===== src/rtl/simulaciones_pkg.sv =====
// Shared command codes and motor-state type for the home-automation controller.
package simulaciones_pkg;

  localparam logic [3:0] CMD_LIGHT_ON  = 4'h1;
  localparam logic [3:0] CMD_LIGHT_OFF = 4'h2;
  localparam logic [3:0] CMD_OPEN      = 4'h3;
  localparam logic [3:0] CMD_CLOSE     = 4'h4;
  localparam logic [3:0] CMD_STOP      = 4'h5;
  localparam logic [3:0] CMD_ARM       = 4'h6;
  localparam logic [3:0] CMD_DISARM    = 4'h7;

  typedef enum logic [1:0] {
    IDLE    = 2'd0,
    OPENING = 2'd1,
    CLOSING = 2'd2
  } motor_state_t;

endpackage


===== src/rtl/simulaciones_sync_bit.sv =====
// sync_bit: STAGES-deep single-bit synchronizer, async active-high reset to 0.
module sync_bit #(
  parameter int STAGES = 2
) (
  input  logic clk,
  input  logic rst,
  input  logic d,
  output logic q
);

  logic [STAGES-1:0] sr;

  always_ff @(posedge clk or posedge rst) begin
    if (rst) sr <= '0;
    else     sr <= {sr[STAGES-2:0], d};
  end

  assign q = sr[STAGES-1];

endmodule


===== src/rtl/simulaciones.sv =====
// Home-automation controller core: light, alarm latch and door motor FSM.
// Optional night light enabled by defining SIMULACIONES_NIGHT_LIGHT_EN.
module simulaciones
  import simulaciones_pkg::*;
#(
  parameter int MOTOR_TIMEOUT = 1000,
  parameter int SYNC_STAGES   = 2
) (
  input  logic       clk,
  input  logic       rst,
  input  logic [3:0] RxData,
  input  logic       FinalCarrera1,
  input  logic       FinalCarrera2,
  input  logic       LuzSwitch,
  input  logic       Sensor,
  input  logic       clockLight,
  output logic       Luz,
  output logic       Alarma,
  output logic       Motor1,
  output logic       Motor2
);

  localparam int SS     = (SYNC_STAGES < 2) ? 2 : SYNC_STAGES;
  localparam int NUM_IN = 8;
  localparam int TLIM   = (MOTOR_TIMEOUT > 0) ? MOTOR_TIMEOUT - 1 : 0;
  localparam int CW     = (MOTOR_TIMEOUT > 1) ? $clog2(MOTOR_TIMEOUT) : 1;

  logic [NUM_IN-1:0] raw, syn;
  assign raw = {LuzSwitch, Sensor, FinalCarrera2, FinalCarrera1, RxData};

  for (genvar i = 0; i < NUM_IN; i++) begin : g_sync
    sync_bit #(.STAGES(SS)) u_sync (.clk(clk), .rst(rst), .d(raw[i]), .q(syn[i]));
  end

  logic [3:0] rx;
  logic       fc1, fc2, sensor, sw, night;
  assign rx     = syn[3:0];
  assign fc1    = syn[4];
  assign fc2    = syn[5];
  assign sensor = syn[6];
  assign sw     = syn[7];

`ifdef SIMULACIONES_NIGHT_LIGHT_EN
  logic dark;
  sync_bit #(.STAGES(SS)) u_sync_dark (.clk(clk), .rst(rst), .d(clockLight), .q(dark));
  assign night = dark & sensor;
`else
  logic unused_night;
  assign unused_night = clockLight;
  assign night        = 1'b0;
`endif

  logic [3:0]   rx_prev;
  logic         light, armed;
  motor_state_t state, pend;
  logic [CW-1:0] cnt;

  // A command fires only on the cycle the synchronized code changes.
  logic cmd_new, c_on, c_off, c_open, c_close, c_stop, c_arm, c_disarm;
  assign cmd_new  = (rx != rx_prev);
  assign c_on     = cmd_new && (rx == CMD_LIGHT_ON);
  assign c_off    = cmd_new && (rx == CMD_LIGHT_OFF);
  assign c_open   = cmd_new && (rx == CMD_OPEN);
  assign c_close  = cmd_new && (rx == CMD_CLOSE);
  assign c_stop   = cmd_new && (rx == CMD_STOP);
  assign c_arm    = cmd_new && (rx == CMD_ARM);
  assign c_disarm = cmd_new && (rx == CMD_DISARM);

  logic fault, timeout, light_nx;
  motor_state_t state_nx, pend_nx;
  logic [CW-1:0] cnt_nx;

  assign fault   = fc1 & fc2;
  assign timeout = (MOTOR_TIMEOUT != 0) && (cnt == CW'(TLIM));

  always_comb begin
    light_nx = light;
    if (c_on)  light_nx = 1'b1;
    if (c_off) light_nx = 1'b0;

    state_nx = state;
    pend_nx  = IDLE;
    unique case (state)
      IDLE: if (!fault) begin
        if      (c_open  && !fc1)            state_nx = OPENING;
        else if (c_close && !fc2)            state_nx = CLOSING;
        else if (pend == OPENING && !fc1)    state_nx = OPENING;
        else if (pend == CLOSING && !fc2)    state_nx = CLOSING;
      end
      // A reversal parks in IDLE for one cycle and remembers the new direction.
      OPENING: begin
        if (fault || fc1 || c_stop || timeout) state_nx = IDLE;
        else if (c_close) begin
          state_nx = IDLE;
          pend_nx  = CLOSING;
        end
      end
      CLOSING: begin
        if (fault || fc2 || c_stop || timeout) state_nx = IDLE;
        else if (c_open) begin
          state_nx = IDLE;
          pend_nx  = OPENING;
        end
      end
      default: state_nx = IDLE;
    endcase

    if (state_nx != state)      cnt_nx = '0;
    else if (cnt == CW'(TLIM))  cnt_nx = cnt;
    else                        cnt_nx = cnt + 1'b1;
  end

  always_ff @(posedge clk or posedge rst) begin
    if (rst) begin
      rx_prev <= '0;
      light   <= 1'b0;
      armed   <= 1'b0;
      state   <= IDLE;
      pend    <= IDLE;
      cnt     <= '0;
      Luz     <= 1'b0;
      Alarma  <= 1'b0;
      Motor1  <= 1'b0;
      Motor2  <= 1'b0;
    end else begin
      rx_prev <= rx;
      light   <= light_nx;
      state   <= state_nx;
      pend    <= pend_nx;
      cnt     <= cnt_nx;
      if (c_arm)    armed <= 1'b1;
      if (c_disarm) armed <= 1'b0;
      // Latch uses the current armed bit, so arming under detection trips a cycle later.
      if (c_disarm)           Alarma <= 1'b0;
      else if (armed & sensor) Alarma <= 1'b1;
      Luz    <= light_nx | sw | night;
      Motor1 <= (state_nx == OPENING);
      Motor2 <= (state_nx == CLOSING);
    end
  end

endmodule


===== config.mk =====
export PLATFORM = sky130hd
export DESIGN_NAME = simulaciones
export DESIGN_NICKNAME = d
export VERILOG_FILES = /design/src/rtl/simulaciones_pkg.sv /design/src/rtl/simulaciones_sync_bit.sv /design/src/rtl/simulaciones.sv
export SDC_FILE = /design/constraint.sdc
export NUM_CORES = 1
export LEC_CHECK = 0
export CAP_MARGIN = 5
export CORE_MARGIN = 1
export CORE_UTILIZATION = 45
export DETAILED_ROUTE_END_ITERATION = 12
export GPL_TIMING_DRIVEN = 0
export HOLD_SLACK_MARGIN = 0.06
export MAX_ROUTING_LAYER = met4
export PLACE_DENSITY = 0.64
export SETUP_SLACK_MARGIN = 0.05
export SYNTH_ARGS = -nofsm -noshare
export SYNTH_HDL_FRONTEND = slang
export SYNTH_HIERARCHICAL = 1
export SYNTH_SLANG_ARGS = --single-unit

===== constraint.sdc =====
create_clock -name clk -period 3.8 [get_ports clk]
set_input_delay 0.76 -clock clk [delete_from_list [all_inputs] [get_ports clk]]
set_output_delay 0.76 -clock clk [all_outputs]
set_load 0.005 [all_outputs]

==> PnR_summary.wiki, run 1 <==
{| class="wikitable"
! Metric !! Value
|-
| Yosys Warn Count || 6
|-
| Final worst-path cycle share || 59.9%
|-
| Number of iterations in the first detailed-routing pass || 3
|-
| Root buffer cell || sky130_fd_sc_hd__clkbuf_8
|-
| Num rows || 23
|-
| Capturing element type of the critical path || flip-flop
|-
| TritonCTS clock tree || yes
|-
| Net switching power figure || 351 uW
|-
| Wire length of the first global-routing pass || between 5 and 6 mm
|-
| Maximum fanout along the worst path || 10
|-
| Cell type contributing the most total cell area after synthesis || sky130_fd_sc_hd__dfrtp_1
|-
| Dominant synthesized flop cell || sky130_fd_sc_hd__dfrtp_1
|-
| Grt ovf || 0
|-
| Top-count cell post-synth || sky130_fd_sc_hd__dfrtp_1
|-
| Count of nets after finishing || 203
|-
| Outcome || finished clean
|-
| Total GRT Usage || 17.3%
|-
| Fraction of power spent switching nets || 32.4%
|-
| Register area share after synthesis || between 50% and 60%
|-
| Critical path startpoint category || flip-flop
|-
| Setup repair after global routing missed its margin || no
|-
| Tightest Hold Check Type || reg -> reg
|-
| Setup-violating endpoint count in the final report || 0
|-
| Total die area || 4440 um^2
|-
| Number of vias per cell || 5.11
|-
| Relative contribution of combinational cells to total power || 26.1%
|-
| Die boundary width || 66.6 um
|-
| Core region area || 4000 um^2
|-
| Synth Cell Area || between 1500 and 2000 um^2
|-
| Total leakage power || 0.966 nW
|-
| Port-buffer cells || 13
|-
| Final hold vios || 0
|-
| Buffer levels on the longest clock path || 2
|-
| Net count after synthesis || 183
|-
| Fraction of registers with async set or reset after synthesis || between 90% and 100%
|-
| I/O Pins || 15
|-
| Transition time of the tightest slew-check pin || between 0.9 and 1 ns
|-
| Endpoint arrival time on the critical path || 2.44 ns
|-
| Kind of critical path || reg -> reg
|-
| Antenna-violating nets left || 0
|-
| Cts bufs inserted || 5
|-
| Hold Worst Slack || 0.355 ns
|-
| Max-cap viol count || 0
|-
| Detailed-route wire length || 3.15 mm
|-
| Effective utilization at floorplan || 47.0%
|-
| Initial antenna violation count || 0
|-
| Part of the total power dissipated in sequential elements || 47.7%
|-
| Buffer count from post-CTS setup fixing || 0
|-
| Highest achievable clock rate || around 0.44 GHz
|-
| Ranking of synthesized cells by instance count || sky130_fd_sc_hd__dfrtp_1 (40), sky130_fd_sc_hd__nand2_1 (18), sky130_fd_sc_hd__inv_1 (16)
|-
| Pin count of the biggest net entering global routing || 25
|-
| Cell-internal power || 733 uW
|-
| Count of flip-flops with a built-in enable after synthesis || 0
|-
| Final critical path time including I/O delays and setup || 2.28 ns
|-
| Final setup TNS || 0 ns
|-
| Final Skew || roughly 0.0060 ns
|-
| Placer Congestion || slightly above 0.8
|-
| Area growth from synthesis to layout || 15.2%
|-
| Clock latency at the later pin of the worst-skew pair || roughly 0.29 ns
|-
| Post-cts sizing count || 0
|-
| Number of sinks driven by the clock tree || 40
|-
| Detail Placement HPWL || 2.36 mm
|-
| Peak supply drop || 0.000301 V
|-
| Headroom to the max-slew limit || 38.9%
|-
| Power per standard cell area || 500 nW/um^2
|-
| Antenna fix cells || 0
|-
| Synthesis-stage register bit count || 40
|-
| Count of unique library cells instantiated by Yosys || 46
|-
| Final Max Tran Viols || 0
|-
| Via count of the first global-routing pass || 1,251
|-
| Required time of the critical path || just under 4 ns
|-
| Floorplan die height || approximately 67 um
|-
| Number of design-rule violations left by the first detailed-router iteration || 39
|-
| Synthesized area per cell || 11.3 um^2
|-
| Share of final-layout standard cells stronger than drive strength 1 || roughly 14%
|-
| Number of buffers inserted by hold repair at cts || 0
|-
| Clock Power Share || 26.2%
|-
| Drc violations || 0
|-
| Post-Synthesis Cells || 167
|-
| Cells taking the most area after synthesis || sky130_fd_sc_hd__dfrtp_1 (53%), sky130_fd_sc_hd__nand2_1 (3.6%), sky130_fd_sc_hd__ha_1 (3.3%)
|-
| Share of the synthesized area in the top cell type || ~53%
|-
| Clock slew at reported path FFs || 0.08 ns
|-
| Vias after detailed routing || 1,217
|-
| Detail-routed net length per standard cell || ~13 um
|-
| H-tree Lvls || 2
|}
## area by class of cell
cell class,count,area [um^2]
sequential,40,1000
tap,50,62.6
buffer,3,20.0
timing repair buffer,13,130
fill,338,1830
clock buffer,5,68.8
clock inverter,3,23.8
multi-input combinational,108,800
inverter,16,60.1
## final timing paths
| check | start | end | slack (ns) | depth (start not counted) |
|---|---|---|---|---|
| setup / recovery | cnt[0] | cnt[9] | 1.52 | 8 |
| hold / removal | g_sync[2].u_sync/sr[0] | g_sync[2].u_sync/sr[1] | 0.36 | 0 |
| setup reg to reg | cnt[0] | cnt[9] | 1.52 | 8 |
| hold reg to reg | g_sync[2].u_sync/sr[0] | g_sync[2].u_sync/sr[1] | 0.36 | 0 |
| max in group asynchronous | rst | Motor1 | 2.04 | 2 |
| min in group asynchronous | rst | g_sync[3].u_sync/sr[0] | 0.82 | 2 |
## stage by stage
step	setup slack (ns)	utilization [%]	instance area [um^2]	power, mW	instances
2_1_floorplan	1.85	-	1880	0.731	167
3_3_place_gp	1.57	51.8	2070	0.794	230
3_5_place_dp	1.51	51.8	2070	0.810	230
4_1_cts	1.50	54.1	2170	1.10	238
5_1_grt	1.30	54.1	2170	1.14	238
6_report	1.52	54.1	2170	1.08	238
## metal layers
| layer | global-route usage, % | vias to the layer above | wire length (um) |
|---|---|---|---|
| met5 | - | - | 0 |
| met2 | 29.2 | 13 | 1630 |
| li1 | - | 608 | - |
| met3 | 4.62 | 5 | 73 |
| met1 | 19.2 | 591 | 1400 |
| met4 | 7.18 | 0 | 45 |
## power by group through the flow
stage	Combinational, mW	Clock (mW)	Sequential [mW]
final	0.283	0.284	0.517
after global routing	0.313	0.307	0.525
after CTS	0.287	0.294	0.516
after detailed placement	0.285	0	0.525
after global placement	0.272	0	0.522
after floorplan	0.216	0	0.515
## worst max-delay path, cell delays in order (launching register included)
cell                        delay, ns
sky130_fd_sc_hd__dfrtp_1         0.39
sky130_fd_sc_hd__ha_1            0.18
sky130_fd_sc_hd__and2_1          0.12
sky130_fd_sc_hd__clkbuf_1        0.20
sky130_fd_sc_hd__nand4_2         0.26
sky130_fd_sc_hd__o2111ai_1       0.29
sky130_fd_sc_hd__o21ai_4         0.13
sky130_fd_sc_hd__nor3_4          0.47
sky130_fd_sc_hd__nor3_1          0.11
## cells by family (layout without fill, tap and decap cells)
kind of cell | count (synthesis) | count (layout) | synth area share, %
muxes | 1 | 1 | 0.532
AOI/OAI and AO/OA | 24 | 24 | 13.0
and+or+nand+nor | 66 | 66 | 19.2
adders and majority gates | 5 | 5 | 3.33
buffers and inverters | 19 | 40 | 4.26
DFF | 40 | 40 | 53.2
xor gates and xnor gates | 12 | 12 | 6.39
## layout by cell type, fill, tap and decap left out, drive strengths merged
cell and instances:
clkdlybuf4s50 13, and3 2, a31oi 1, a21oi 4, a2111oi 1, or2 2, a21o 1, nor3b 3
o2111ai 1, o2bb2ai 1, o211ai 2, o21ai 7, xnor2 4, nor4b 2, inv 16, nor2 10
nand3b 1, mux2i 1, nand2b 2, a211oi 1, clkbuf 6, nand4 3, ha 5, clkinvlp 2
o31ai 1, xor2 8, o41ai 2, clkinv 1, dfrtp 40, nand3 4, nor4bb 1, nor4 1
nand2 18, and2 3, o311a 1, a2bb2oi 1, buf 2, nor3 14
## sequential cells by signal (all words and copies together) (netlist names)
register	count
Motor1	1
g_sync.u_sync/sr	16
cnt	10
armed	1
Alarma	1
light	1
Luz	1
rx_prev	4
state	2
Motor2	1
pend	2
(Power assumes the default switching activity.)
==> run 2, diff against run 1 <==
--- a/config.mk
+++ b/config.mk
@@ -12,7 +12,7 @@
 export GPL_TIMING_DRIVEN = 0
 export HOLD_SLACK_MARGIN = 0.06
 export MAX_ROUTING_LAYER = met4
-export PLACE_DENSITY = 0.64
+export PLACE_DENSITY = 0.67
 export SETUP_SLACK_MARGIN = 0.05
 export SYNTH_ARGS = -nofsm -noshare
 export SYNTH_HDL_FRONTEND = slang
==> constraint.sdc (replaced) <==
create_clock -name clk -period 1.99 [get_ports clk]
set_input_delay 0.398 -clock clk [delete_from_list [all_inputs] [get_ports clk]]
set_output_delay 0.398 -clock clk [all_outputs]
set_load 0.005 [all_outputs]
==> PnR_summary.wiki, run 2 (synthesized netlist as in run 1, its figures left out) <==
{| class="wikitable"
! Metric !! Value
|-
| Share of final-layout standard cells stronger than drive strength 1 || 31.4%
|-
| Maximum fanout along the worst path || 5
|-
| Worst flop-to-flop path startpoint || g_sync[0].u_sync/sr[1]
|-
| Critical R2R Capture || cnt[1]
|-
| Total die area || 4440 um^2
|-
| Number of sinks driven by the clock tree || 40
|-
| Core region area || between 4000 and 5000 um^2
|-
| Drc violations || 0
|-
| Buffer levels on the longest clock path || 2
|-
| Pin count of the biggest net entering global routing || 25
|-
| Outcome || complete, but fails checks
|-
| Final hold vios || 0
|-
| Max-cap viol count || 0
|-
| Detail-routed net length per standard cell || between 10 and 15 um
|-
| Required time of the critical path || 2.18 ns
|-
| Final Skew || 0.00725 ns
|-
| Total GRT Usage || 20.6%
|-
| Placer Congestion || 0.794
|-
| Num rows || 23
|-
| Number of design-rule violations left by the first detailed-router iteration || 62
|-
| Detailed-route wire length || 3.77 mm
|-
| Critical path startpoint category || flip-flop
|-
| R2R Setup Slk || -0.03 ns
|-
| Min-delay src || g_sync[2].u_sync/sr[0]
|-
| Wire length of the first global-routing pass || 6.35 mm
|-
| FF-to-FF path depth || 8
|-
| Die boundary width || 66.6 um
|-
| Violated checks || negative setup slack
|-
| Transition time of the tightest slew-check pin || 0.898 ns
|-
| Initial antenna violation count || 0
|-
| Port-buffer cells || 13
|-
| Antenna fix cells || 0
|-
| Area growth from synthesis to layout || 33.6%
|-
| Antenna-violating nets left || 0
|-
| Clock latency at the later pin of the worst-skew pair || 0.29 ns
|-
| Register with the highest flop count || g_sync.u_sync/sr
|-
| Tightest Hold Check Type || reg -> reg
|-
| Setup-violating endpoint count in the final report || 1
|-
| Hold Worst Slack || 0.352 ns
|-
| Registers with the most flip-flops || g_sync.u_sync/sr: 16 flops, cnt: 10 flops, rx_prev: 4 flops
|-
| Kind of critical path || reg -> reg
|-
| Final worst slack || -0.0297 ns
|-
| Power per standard cell area || 962 nW/um^2
|-
| Count of nets after finishing || 219
|-
| Final critical path time including I/O delays and setup || ~2 ns
|-
| Setup repair after global routing missed its margin || yes
|-
| Commonest non-fill, non-tap cell in the layout || sky130_fd_sc_hd__dfrtp_1
|-
| Max reg flops || 16
|-
| Worst hold path stage count || 0
|-
| Highest achievable clock rate || 0.495 GHz
|-
| Peak supply drop || 0.000519 V
|-
| I/O Pins || 15
|-
| Headroom to the max-slew limit || roughly two fifths
|-
| Capturing element type of the critical path || flip-flop
|-
| H-tree Lvls || 2
|-
| Number of iterations in the first detailed-routing pass || 4
|-
| Endpoint arrival time on the critical path || 2.21 ns
|-
| Instance area at placement || just over 2000 um^2
|-
| Total leakage power || ~1.1 nW
|-
| Via count of the first global-routing pass || 1,460
|-
| Most used cells in the layout excluding fill and tap cells || sky130_fd_sc_hd__dfrtp_1 (37), sky130_fd_sc_hd__nand2_1 (18), sky130_fd_sc_hd__inv_1 (15), sky130_fd_sc_hd__buf_4 (14), sky130_fd_sc_hd__clkdlybuf4s50_1 (13)
|-
| TritonCTS clock tree || yes
|-
| Grt ovf || 0
|-
| Post-layout instance area || 2510 um^2
|-
| Floorplan die height || 66.6 um
|-
| Vias after detailed routing || 1,343
|-
| Worst-case hold path end point || g_sync[2].u_sync/sr[1]
|-
| Clock slew at reported path FFs || 0.08 ns
|-
| Root buffer cell || sky130_fd_sc_hd__clkbuf_8
|-
| Final worst-path cycle share || 101%
|-
| Effective utilization at floorplan || 47.0%
|-
| Final Max Tran Viols || 0
|-
| Cts bufs inserted || 5
|-
| Detail Placement HPWL || around 2.5 mm
|-
| Number of vias per cell || 5.29
|}
run 2: cell types whose count changed in the layout (fill, tap and decap cells not counted), sizes merged:
cell	delta
bufinv	+1
clkinvlp	-1
clkbuf	-1
buf	+17
run 2: what timing repair did:
item | in CTS | in global routing
setup buffers | 14 | 3
gates resized for setup | 29 | 11
setup endpoints to repair | 14 | 14
pin swaps | 13 | 2
hold buffers | 0 | 0
run 2: cell type report:
cell class / count / area (um^2)
fill: 301 / 1490
buffer: 2 / 22.5
clock inverter: 3 / 42.5
tap: 50 / 62.6
inverter: 16 / 62.6
multi-input combinational: 108 / 980
clock buffer: 5 / 68.8
sequential: 40 / 1000
timing repair buffer: 30 / 269
run 2: metal layers:
metal | vias to the layer above | wire [um] | global-route usage, %
li1 | 641 | - | -
met1 | 676 | 1520 | 20.9
met4 | 0 | 68 | 10.6
met3 | 5 | 99 | 4.97
met2 | 21 | 2080 | 36.5
met5 | - | 0 | -
run 2: power by group:
part | switching (mW) | total, mW | internal, mW
Combinational | 0.381 | 0.757 | 0.376
Sequential | 0.0975 | 1.00 | 0.907
Clock | 0.284 | 0.655 | 0.371
Total | 0.762 | 2.42 | 1.65
run 2: worst max-delay path by stage:
stage,startpoint,endpoint,cells past startpoint
finish,g_sync[0].u_sync/sr[1],cnt[1],8
global route,g_sync[0].u_sync/sr[1],cnt[1],8
CTS,g_sync[0].u_sync/sr[1],cnt[1],8
detailed placement,cnt[0],cnt[4],8
global placement,cnt[0],cnt[9],8
floorplan,cnt[0],cnt[0],8
run 2: worst max-delay path, stage by stage, from the launching register on:
cell	delay, ns
sky130_fd_sc_hd__dfrtp_1	0.39
sky130_fd_sc_hd__buf_6	0.14
sky130_fd_sc_hd__xor2_4	0.15
sky130_fd_sc_hd__o311a_4	0.41
sky130_fd_sc_hd__a2bb2oi_4	0.18
sky130_fd_sc_hd__o41ai_2	0.10
sky130_fd_sc_hd__o2bb2ai_4	0.16
sky130_fd_sc_hd__buf_6	0.14
sky130_fd_sc_hd__a2111oi_4	0.26
run 2: stage by stage:
stage	setup TNS (ns)	instances	utilization, %	setup WS (ns)	power (mW)
floorplan	0	167	-	0.0915	1.40
global placement	-1.58	230	51.8	-0.154	1.51
detailed placement	-3.13	230	51.8	-0.283	1.55
CTS	-0.0282	251	60.9	-0.0282	2.38
global route	-0.633	254	62.8	-0.0999	2.55
finish	-0.0297	254	62.8	-0.0297	2.42
==> run 3, diff against run 2 <==
--- a/config.mk
+++ b/config.mk
@@ -13,6 +13,7 @@
 export HOLD_SLACK_MARGIN = 0.06
 export MAX_ROUTING_LAYER = met4
 export PLACE_DENSITY = 0.67
+export RECOVER_POWER = 25
 export SETUP_SLACK_MARGIN = 0.05
 export SYNTH_ARGS = -nofsm -noshare
 export SYNTH_HDL_FRONTEND = slang
==> PnR_summary.wiki, run 3 (synthesized netlist as in run 1, its figures left out) <==
{| class="wikitable"
! Metric !! Value
|-
| Critical path startpoint category || flip-flop
|-
| Outcome || complete, but fails checks
|-
| Area of all sequential standard cells || 1000 um^2
|-
| Number of buffers inserted by hold repair at cts || 0
|-
| Total chip power || about 2.4 mW
|-
| Buffer levels on the longest clock path || 2
|-
| Register with the highest flop count || g_sync.u_sync/sr
|-
| Peak supply drop || about 0.00052 V
|-
| Commonest non-fill, non-tap cell in the layout || sky130_fd_sc_hd__dfrtp_1
|-
| Number of iterations in the first detailed-routing pass || 4
|-
| Clock latency at the later pin of the worst-skew pair || 0.29 ns
|-
| Via count of the first global-routing pass || 1,460
|-
| Wire length of the first global-routing pass || between 6 and 7 mm
|-
| Initial antenna violation count || 0
|-
| Detail-routed net length per standard cell || ~15 um
|-
| Count of nets after finishing || around 220
|-
| Drc violations || 0
|-
| Detail Placement HPWL || 2.52 mm
|-
| Grt ovf || 0
|-
| Final Skew || 0.00725 ns
|-
| Transition time of the tightest slew-check pin || 0.898 ns
|-
| Core region area || 4000 um^2
|-
| Pin count of the biggest net entering global routing || 25
|-
| Detailed-route wire length || between 3 and 4 mm
|-
| Hold Worst Slack || 0.352 ns
|-
| Fill cell total of the finished layout || 301
|-
| Part of the total power dissipated in sequential elements || 41.6%
|-
| Worst flop-to-flop path startpoint || g_sync[0].u_sync/sr[1]
|-
| Total leakage power || 1.12 nW
|-
| Maximum fanout along the worst path || 5
|-
| Clock Power Share || a little over a quarter
|-
| Final worst slack || -0.0296 ns
|-
| Fraction of power spent switching nets || a little under a third
|-
| TritonCTS clock tree || yes
|-
| Kind of critical path || reg -> reg
|-
| Number of design-rule violations left by the first detailed-router iteration || 62
|-
| Worst-case hold path end point || g_sync[2].u_sync/sr[1]
|-
| Capturing element type of the critical path || flip-flop
|-
| Max reg flops || 16
|-
| H-tree Lvls || 2
|-
| Critical path startpoint || g_sync[0].u_sync/sr[1]
|-
| Final setup TNS || -0.0296 ns
|-
| Number of vias per cell || 5.29
|-
| Clock slew at reported path FFs || 0.08 ns
|-
| Cell count after placement || 230
|-
| Setup-violating endpoint count in the final report || 1
|-
| Cts bufs inserted || 5
|-
| Highest achievable clock rate || 0.495 GHz
|-
| I/O Pins || 15
|-
| Die boundary width || around 67 um
|-
| Floorplan die height || 66.6 um
|-
| Area growth from synthesis to layout || 33.6%
|-
| Final worst-path cycle share || 101%
|-
| Root buffer cell || sky130_fd_sc_hd__clkbuf_8
|-
| Final Max Tran Viols || 0
|-
| Placer Congestion || around 0.79
|-
| Share of final-layout standard cells stronger than drive strength 1 || a little under a third
|-
| Most used cells in the layout excluding fill and tap cells || sky130_fd_sc_hd__dfrtp_1 (37), sky130_fd_sc_hd__nand2_1 (18), sky130_fd_sc_hd__inv_1 (15), sky130_fd_sc_hd__buf_4 (14), sky130_fd_sc_hd__nor2_1 (9)
|-
| Headroom to the max-slew limit || 40.1%
|-
| Critical R2R Capture || cnt[1]
|-
| Num rows || 23
|-
| Vias after detailed routing || 1,343
|-
| Max-cap viol count || 0
|-
| Cell-internal power || between 1.5 and 2 mW
|-
| Registers with the most flip-flops || g_sync.u_sync/sr: 16 flops, cnt: 10 flops, rx_prev: 4 flops
|-
| Antenna-violating nets left || 0
|-
| Final cell count without fillers || 254
|-
| Number of sinks driven by the clock tree || 40
|-
| R2R Setup Slk || -0.03 ns
|-
| Total GRT Usage || 20.6%
|-
| Total die area || between 4000 and 5000 um^2
|-
| Violated checks || negative setup slack
|-
| Effective utilization at floorplan || 47.0%
|-
| Power per standard cell area || roughly 960 nW/um^2
|-
| Final hold vios || 0
|-
| Min-delay src || g_sync[2].u_sync/sr[0]
|-
| Endpoint arrival time on the critical path || 2.21 ns
|-
| Antenna fix cells || 0
|-
| Tightest Hold Check Type || reg -> reg
|-
| Port-buffer cells || 13
|-
| FF-to-FF path depth || 8
|-
| Relative contribution of combinational cells to total power || between 30% and 40%
|-
| Setup repair after global routing missed its margin || yes
|-
| Required time of the critical path || 2.18 ns
|-
| Worst hold path stage count || 0
|-
| Area taken by multi-input logic gates || just under 1000 um^2
|-
| Final critical path time including I/O delays and setup || 2.02 ns
|-
| Net switching power figure || around 760 uW
|}
run 3: changes by cell type in the layout (fill, tap and decap cells not counted), sizes merged:
cell           before  now
clkdlybuf4s50      13    6
dlygate4sd3         0    7
run 3: final cells by class:
class	count	share of cell area, %
inverters	16	2.49
clock inverters	3	1.69
flip-flops and latches	40	40.0
well taps	50	2.49
multi-input cells	108	39.0
repair buffers	30	10.7
plain buffers	2	0.896
clock buffers	5	2.74
run 3: worst max path at each step:
stage | end | slack (ns) | depth (start not counted)
final | cnt[1] | -0.03 | 8
after global routing | cnt[1] | -0.1 | 8
after CTS | cnt[1] | -0.03 | 8
after detailed placement | cnt[4] | -0.28 | 8
after global placement | cnt[9] | -0.15 | 8
after floorplan | cnt[0] | 0.09 | 8
run 3: metrics by stage:
| stage | instance area, um^2 | util (%) | worst slack [ns] |
|---|---|---|---|
| after floorplan | 1880 | - | 0.0915 |
| after global placement | 2070 | 51.8 | -0.154 |
| after detailed placement | 2070 | 51.8 | -0.283 |
| after CTS | 2440 | 60.9 | -0.0282 |
| after global routing | 2510 | 62.8 | -0.0999 |
| final | 2510 | 62.8 | -0.0296 |
run 3: power by group through the flow:
stage	Clock (mW)	Combinational [mW]	Sequential (mW)
final	0.655	0.754	1.00
after detailed placement	0	0.539	1.01
after CTS	0.672	0.713	0.994
after global placement	0	0.514	0.998
after floorplan	0	0.413	0.983
after global routing	0.706	0.826	1.02
run 3: routing by layer:
metal	track usage [%]	wire length, um	up-vias
met5	-	0	-
met4	10.6	68	0
met3	4.97	99	5
met2	36.5	2080	21
met1	20.9	1520	676
li1	-	-	641
run 3: what timing repair did:
action	in CTS	in global routing
gates resized for setup	29	11
gates cloned	0	0
setup buffers	14	3
endpoints found under the hold margin	0	0
pin swaps	13	2
endpoints found under the setup margin	14	14
run 3: worst max-delay path, cell delays in order (launching register included):
cell	delay [ns]
sky130_fd_sc_hd__dfrtp_1	0.39
sky130_fd_sc_hd__buf_6	0.14
sky130_fd_sc_hd__xor2_4	0.15
sky130_fd_sc_hd__o311a_4	0.41
sky130_fd_sc_hd__a2bb2oi_4	0.18
sky130_fd_sc_hd__o41ai_2	0.10
sky130_fd_sc_hd__o2bb2ai_4	0.16
sky130_fd_sc_hd__buf_6	0.14
sky130_fd_sc_hd__a2111oi_4	0.26
==> edit 1: new RTL, settings of run 3 <==
Reset style: synchronous (`rst`), changed in 2 clocked blocks. Comments in the files are not updated.
--- a/src/rtl/simulaciones_sync_bit.sv
+++ b/src/rtl/simulaciones_sync_bit.sv
@@ -12,3 +12,3 @@
 
-  always_ff @(posedge clk or posedge rst) begin
+  always_ff @(posedge clk) begin
     if (rst) sr <= '0;
--- a/src/rtl/simulaciones.sv
+++ b/src/rtl/simulaciones.sv
@@ -112,3 +112,3 @@
 
-  always_ff @(posedge clk or posedge rst) begin
+  always_ff @(posedge clk) begin
     if (rst) begin
Behaviour: differs if rst is asserted again (counterexample within 4 cycles, from zero or initial values and one cycle with rst high); with rst held inactive, the same outputs for 10 cycles.
==> edit 1 against run 3 <==
The run still ends with setup timing left. Largest cell class is now multi-input gates. Setup slack worse by 190 ps. Sequential cell count stayed put. Fmax is 8.5% lower. Routed wire length is 1.4% lower. Final area is 8.1% lower. Synthesized area is 9.6% lower.
Power is not compared: it rests on default switching activity, and its combinational part moved more than twofold at a synthesized area within 25%.
==> edit 1: results (changes against run 3) <==
[worst_setup_path]
cp_max_fo = 10  ; +5
critPathArrivalTime_ps = 2380  ; +170 ps
critPathSlowestCell = or4_4
r2r_end = cnt[5]$_SDFFE_PP0N_
crit_family = compound AO/OA/AOI/OAI gates
r2r-start = g_sync[0].u_sync/sr[1]$_SDFF_PP0_
max_stage_delay_ps = 500  ; +90 ps

[timing]
setup_ws_ps = -217  ; -188 ps
finClkSkew_ps = 3.73  ; -3.52 ps
hold_ws_ps = 439  ; +87.0 ps
worstMarginPinSlew_ps = 619  ; -279 ps
setup_viol = 13  ; +12

[pwr]
p_sw_share_pct = 23.2

[finish]
num-fill-cells = 276  ; -8.3%
diodes = 0  ; unchanged
drive_above_1_share_pct = 25.4  ; -6.0 points
final_nets = 220  ; +0.46%

[status]
violations = setup timing
outcome = finished, violations left

[synth]
async_reset_ff_share_pct = 0  ; -100 points
syn_nets = 189  ; +3.3%
synth_area_leaders = dfxtp_1 47%, nor2b_1 7.0%, nor4_1 4.8%
ys_types = 42  ; -8.7%
syn_area_per_cell_um2 = 9.83  ; -13%
synth_common_cells = 40 x dfxtp_1, 19 x nor2b_1, 13 x nor4_1, 10 x nand2_1, 7 x o21ai_0
ys_seq_area_share_pct = 47.1  ; -6.1 points

[hold_path]
holdCritStartpoint = g_sync[2].u_sync/sr[0]$_SDFF_PP0_
hold_depth = 1  ; +1
min_to = g_sync[2].u_sync/sr[1]$_SDFF_PP0_

[drt]
routedWlPerCell_um = 14.8  ; -0.26%
drtIter0Drc = 94  ; +52%
vias = 1395  ; +3.9%
drt-vias-per-instance = 5.56  ; +5.1%

[placement]
place_inst = 232  ; +0.87%
placed_cell_area_mm2 = 0.00194  ; -6.6%
gp_congestion = 0.893  ; +12%
dp_hpwl_um = 2260  ; -10%

[global_routing]
grt_pass1_wl_um = 6290  ; -0.98%
grt_usage_pct = 21.0  ; +0.40 points
grt_max_degree = 18  ; -28%
antenna_found_initial = 0  ; unchanged
first_global_vias = 1368  ; -6.3%

## edit 1: changes by cell type in the layout (fill, tap and decap cells not counted), sizes merged, moves of 3 or more
| cell | delta |
|---|---|
| nor2 | -4 |
| nor2b | +19 |
| o21a | +4 |
| inv | -12 |
| dfrtp | -40 |
| nor3b | -3 |
| clkdlybuf4s50 | +6 |
| dlygate4sd3 | -7 |
| nor4 | +12 |
| buf | -4 |
| nand2 | -8 |
| dfxtp | +40 |
| nor3 | -11 |
## edit 1: metal layers
| layer | part of all wire (%) | wire length, um | vias to the layer above | track usage, % |
|---|---|---|---|---|
| li1 | - | - | 686 | - |
| met1 | 44 | 1630 | 659 | 26.6 |
| met2 | 48 | 1800 | 44 | 31.8 |
| met3 | 6.2 | 230 | 6 | 6.16 |
| met4 | 1.4 | 51 | 0 | 7.10 |
| met5 | 0 | 0 | - | - |
## edit 1: kinds of logic after synthesis
group           Yosys count  synth area share, %
simple gates             75                 26.0
xor+xnor                 11                 6.11
flops                    40                 47.1
compound gates           32                 13.5
fa+ha+maj                 5                 3.68
mux                       1                0.589
buf+inv                   9                 2.94
## edit 1: worst max path at each step
stage / to / cells past startpoint / startpoint
detailed placement: pend[1]$_SDFF_PP0_ / 6 / rst
global placement: pend[1]$_SDFF_PP0_ / 6 / rst
CTS: cnt[7]$_SDFFE_PP0N_ / 7 / g_sync[1].u_sync/sr[1]$_SDFF_PP0_
floorplan: cnt[9]$_SDFFE_PP0N_ / 8 / g_sync[1].u_sync/sr[1]$_SDFF_PP0_
finish: cnt[5]$_SDFFE_PP0N_ / 8 / g_sync[0].u_sync/sr[1]$_SDFF_PP0_
global route: cnt[9]$_SDFFE_PP0N_ / 8 / g_sync[0].u_sync/sr[1]$_SDFF_PP0_
## edit 1: cell type report
type | instances | area [um2] | area share (%)
clock buffers | 5 | 68.8 | 2.98
clock inverters | 3 | 42.5 | 1.84
flip-flops and latches | 40 | 815 | 35.3
plain buffers | 4 | 42.5 | 1.84
repair buffers | 25 | 250 | 10.8
inverters | 4 | 15.0 | 0.650
well taps | 46 | 57.6 | 2.49
multi-input cells | 124 | 1020 | 44.1
## edit 1: through the flow
stage	worst slack [ps]	TNS (ps)
after floorplan	25.3	0
after global placement	-343	-3560
after detailed placement	-372	-4420
after CTS	-152	-1420
after global routing	-296	-3260
final	-217	-2230
## edit 1: worst register-to-register path, cell delays in order, from the launching register on
cell and delay (ps):
dfxtp_4 360, buf_6 120, or4_4 500, a31oi_1 180, o211ai_1 160, buf_4 190
o311ai_4 320, buf_12 190, nor4_4 60
## edit 1: what timing repair did
action | in CTS | in global routing
hold buffers | 0 | 0
resized for setup | 23 | 15
setup endpoints to repair | 16 | 16
setup buffers | 8 | 3
pin swaps | 10 | 3
cloned | 1 | 0
==> edit 2: new RTL, settings of run 3 <==
Without the edit above. `MOTOR_TIMEOUT`: 1000 -> 500.
--- a/src/rtl/simulaciones.sv
+++ b/src/rtl/simulaciones.sv
@@ -5,3 +5,3 @@
 #(
-  parameter int MOTOR_TIMEOUT = 1000,
+  parameter int MOTOR_TIMEOUT = 500,
   parameter int SYNC_STAGES   = 2
Formal check against the unedited RTL: no difference found for any inputs over 10 cycles, from zero or initial values and one cycle with rst high; that may be too few to reach the edited logic, so the function may still have changed.
==> edit 2 against run 3 <==
Largest power group unchanged. Critical path type unchanged. The flow still finishes with violations (setup timing). Via count is 5.7% lower. Setup slack worse by 43 ps. Final area decreased by 7.8%. Fmax down 2.1%. Global-route usage shrank 0.20 points. First-iteration DRC count is 3.2% higher. Synthesized area shrank 7.7%. Core utilization about the same. Routed wire length down 8.2%. Sequential cell count shrank 1. Total power fell by 2.9%.
==> edit 2: results (changes against run 3) <==
[finish]
area_delta_synth_final_pct = 33.4
final-clk-cell-share_pct = 5.08  ; +0.64 points
clockBufferCount = 6  ; +1
multi_input_gates = 99  ; -8.3%
fin_cells = 239  ; -5.9%
final_nets = 206  ; -5.9%
drive_above_1_share_pct = 28.8  ; -2.6 points
multi_input_area_share_pct = 35.6  ; -3.4 points
sh_seq_area_pct = 42.1  ; +2.1 points
nNonClkBuffers = 31  ; -3.1%
reg_top3 = g_sync.u_sync/sr x16, cnt x9, rx_prev x4
buf_share_pct = 12.4  ; +0.76 points
n_all_inverters = 14  ; -2
num-fill-cells = 304  ; +1.0%

[status]
violations = setup timing
outcome = finished, violations left

[worst_setup_path]
critPathSlowestCell = o41a_1
worst-r2r-cell-count = 8  ; unchanged
max_stage_delay_ps = 490  ; +80 ps
critPathArrivalTime_ps = 2280  ; +70 ps
cp_max_fo = 9  ; +4

[hold_path]
holdCritStartpoint = g_sync[3].u_sync/sr[0]$_DFF_PP0_
min_to = g_sync[3].u_sync/sr[1]$_DFF_PP0_
hold_path.class = reg -> reg

[placement]
gp_congestion = 0.789  ; -0.62%
dp_hpwl_um = 2170  ; -14%
pre_cts_slack_ps = -205  ; +78.1 ps
placed_cell_area_mm2 = 0.00193  ; -7.1%
place_inst = 215  ; -6.5%

[clock_tree]
cts_buffer_depth = 2  ; unchanged
clock-sinks = 39  ; -2.5%
htree_num_levels = 2  ; unchanged
numCtsBuffers = 5  ; unchanged

[timing]
worstMarginPinSlew_ps = 899  ; +1.05 ps
setup_ws_ps = -72.4  ; -42.7 ps
finClkSkew_ps = 5.49  ; -1.76 ps
hold_ws_ps = 349  ; -2.76 ps
tns_ps = -521  ; -491 ps
setup_viol = 11  ; +10

[synth]
synth_area_leaders = dfrtp_1 56%, ha_1 3.6%, inv_1 3.0%
syn_inst = 154  ; -7.8%
synth_common_cells = 39 x dfrtp_1, 14 x inv_1, 12 x nor2_1, 10 x nand2_1, 9 x nor3_1
synth_top_cell_area_share_pct = 56.2  ; +3.0 points
syn_nets = 170  ; -7.1%
synth_xor_area_share_pct = 5.98  ; -0.41 points
ys_types = 38  ; -17%
synthAdderAreaFrac_pct = 3.60  ; +0.28 points
synth-compound-area-share_pct = 12.5  ; -0.58 points
ys_seq_area_share_pct = 56.2  ; +3.0 points
synthMuxAreaShare_pct = 1.22  ; +0.69 points

[drt]
drtIter0Drc = 64  ; +3.2%
routedWlPerCell_um = 14.5  ; -2.4%
vias = 1266  ; -5.7%

[floorplanning]
die_x_um = 64.1  ; -3.8%

[global_routing]
grt_max_degree = 24  ; -4.0%
grt_usage_pct = 20.4  ; -0.20 points
grt_pass1_wl_um = 5980  ; -5.9%

[pwr]
p_leak_nw = 1.03  ; -8.1%
ir_worst_vdd_mv = 0.615  ; +19%

[edit 2: timing repair]
action	4_1_cts	5_1_grt
hold buffers	0	0
buffers inserted	9	6
hold endpoints to repair	0	0
setup endpoints to repair	11	13
gates resized for setup	15	11
pin swaps	4	5
cloned	1	0
[edit 2: critical path: cells and delay by family (launching register included)]
family | cells | cell delay [ps]
buffers and inverters | 2 | 290
AND/OR/NAND/NOR | 2 | 370
AO/OA/AOI/OAI | 3 | 780
flip-flops | 1 | 390
XOR/XNOR | 1 | 160
[edit 2: metal layers]
metal  part of all wire [%]  track usage (%)  up-vias
li1                       -                -      605
met1                     44             23.9      628
met2                     50             32.6       27
met3                    3.9             4.82        6
met4                    2.1             10.8        0
met5                      0                -        -
[edit 2: power by group]
part	switching (mW)	internal, mW	total (mW)
Sequential	0.0742	0.879	0.953
Clock	0.271	0.405	0.676
Combinational	0.368	0.346	0.714
Total	0.713	1.63	2.34
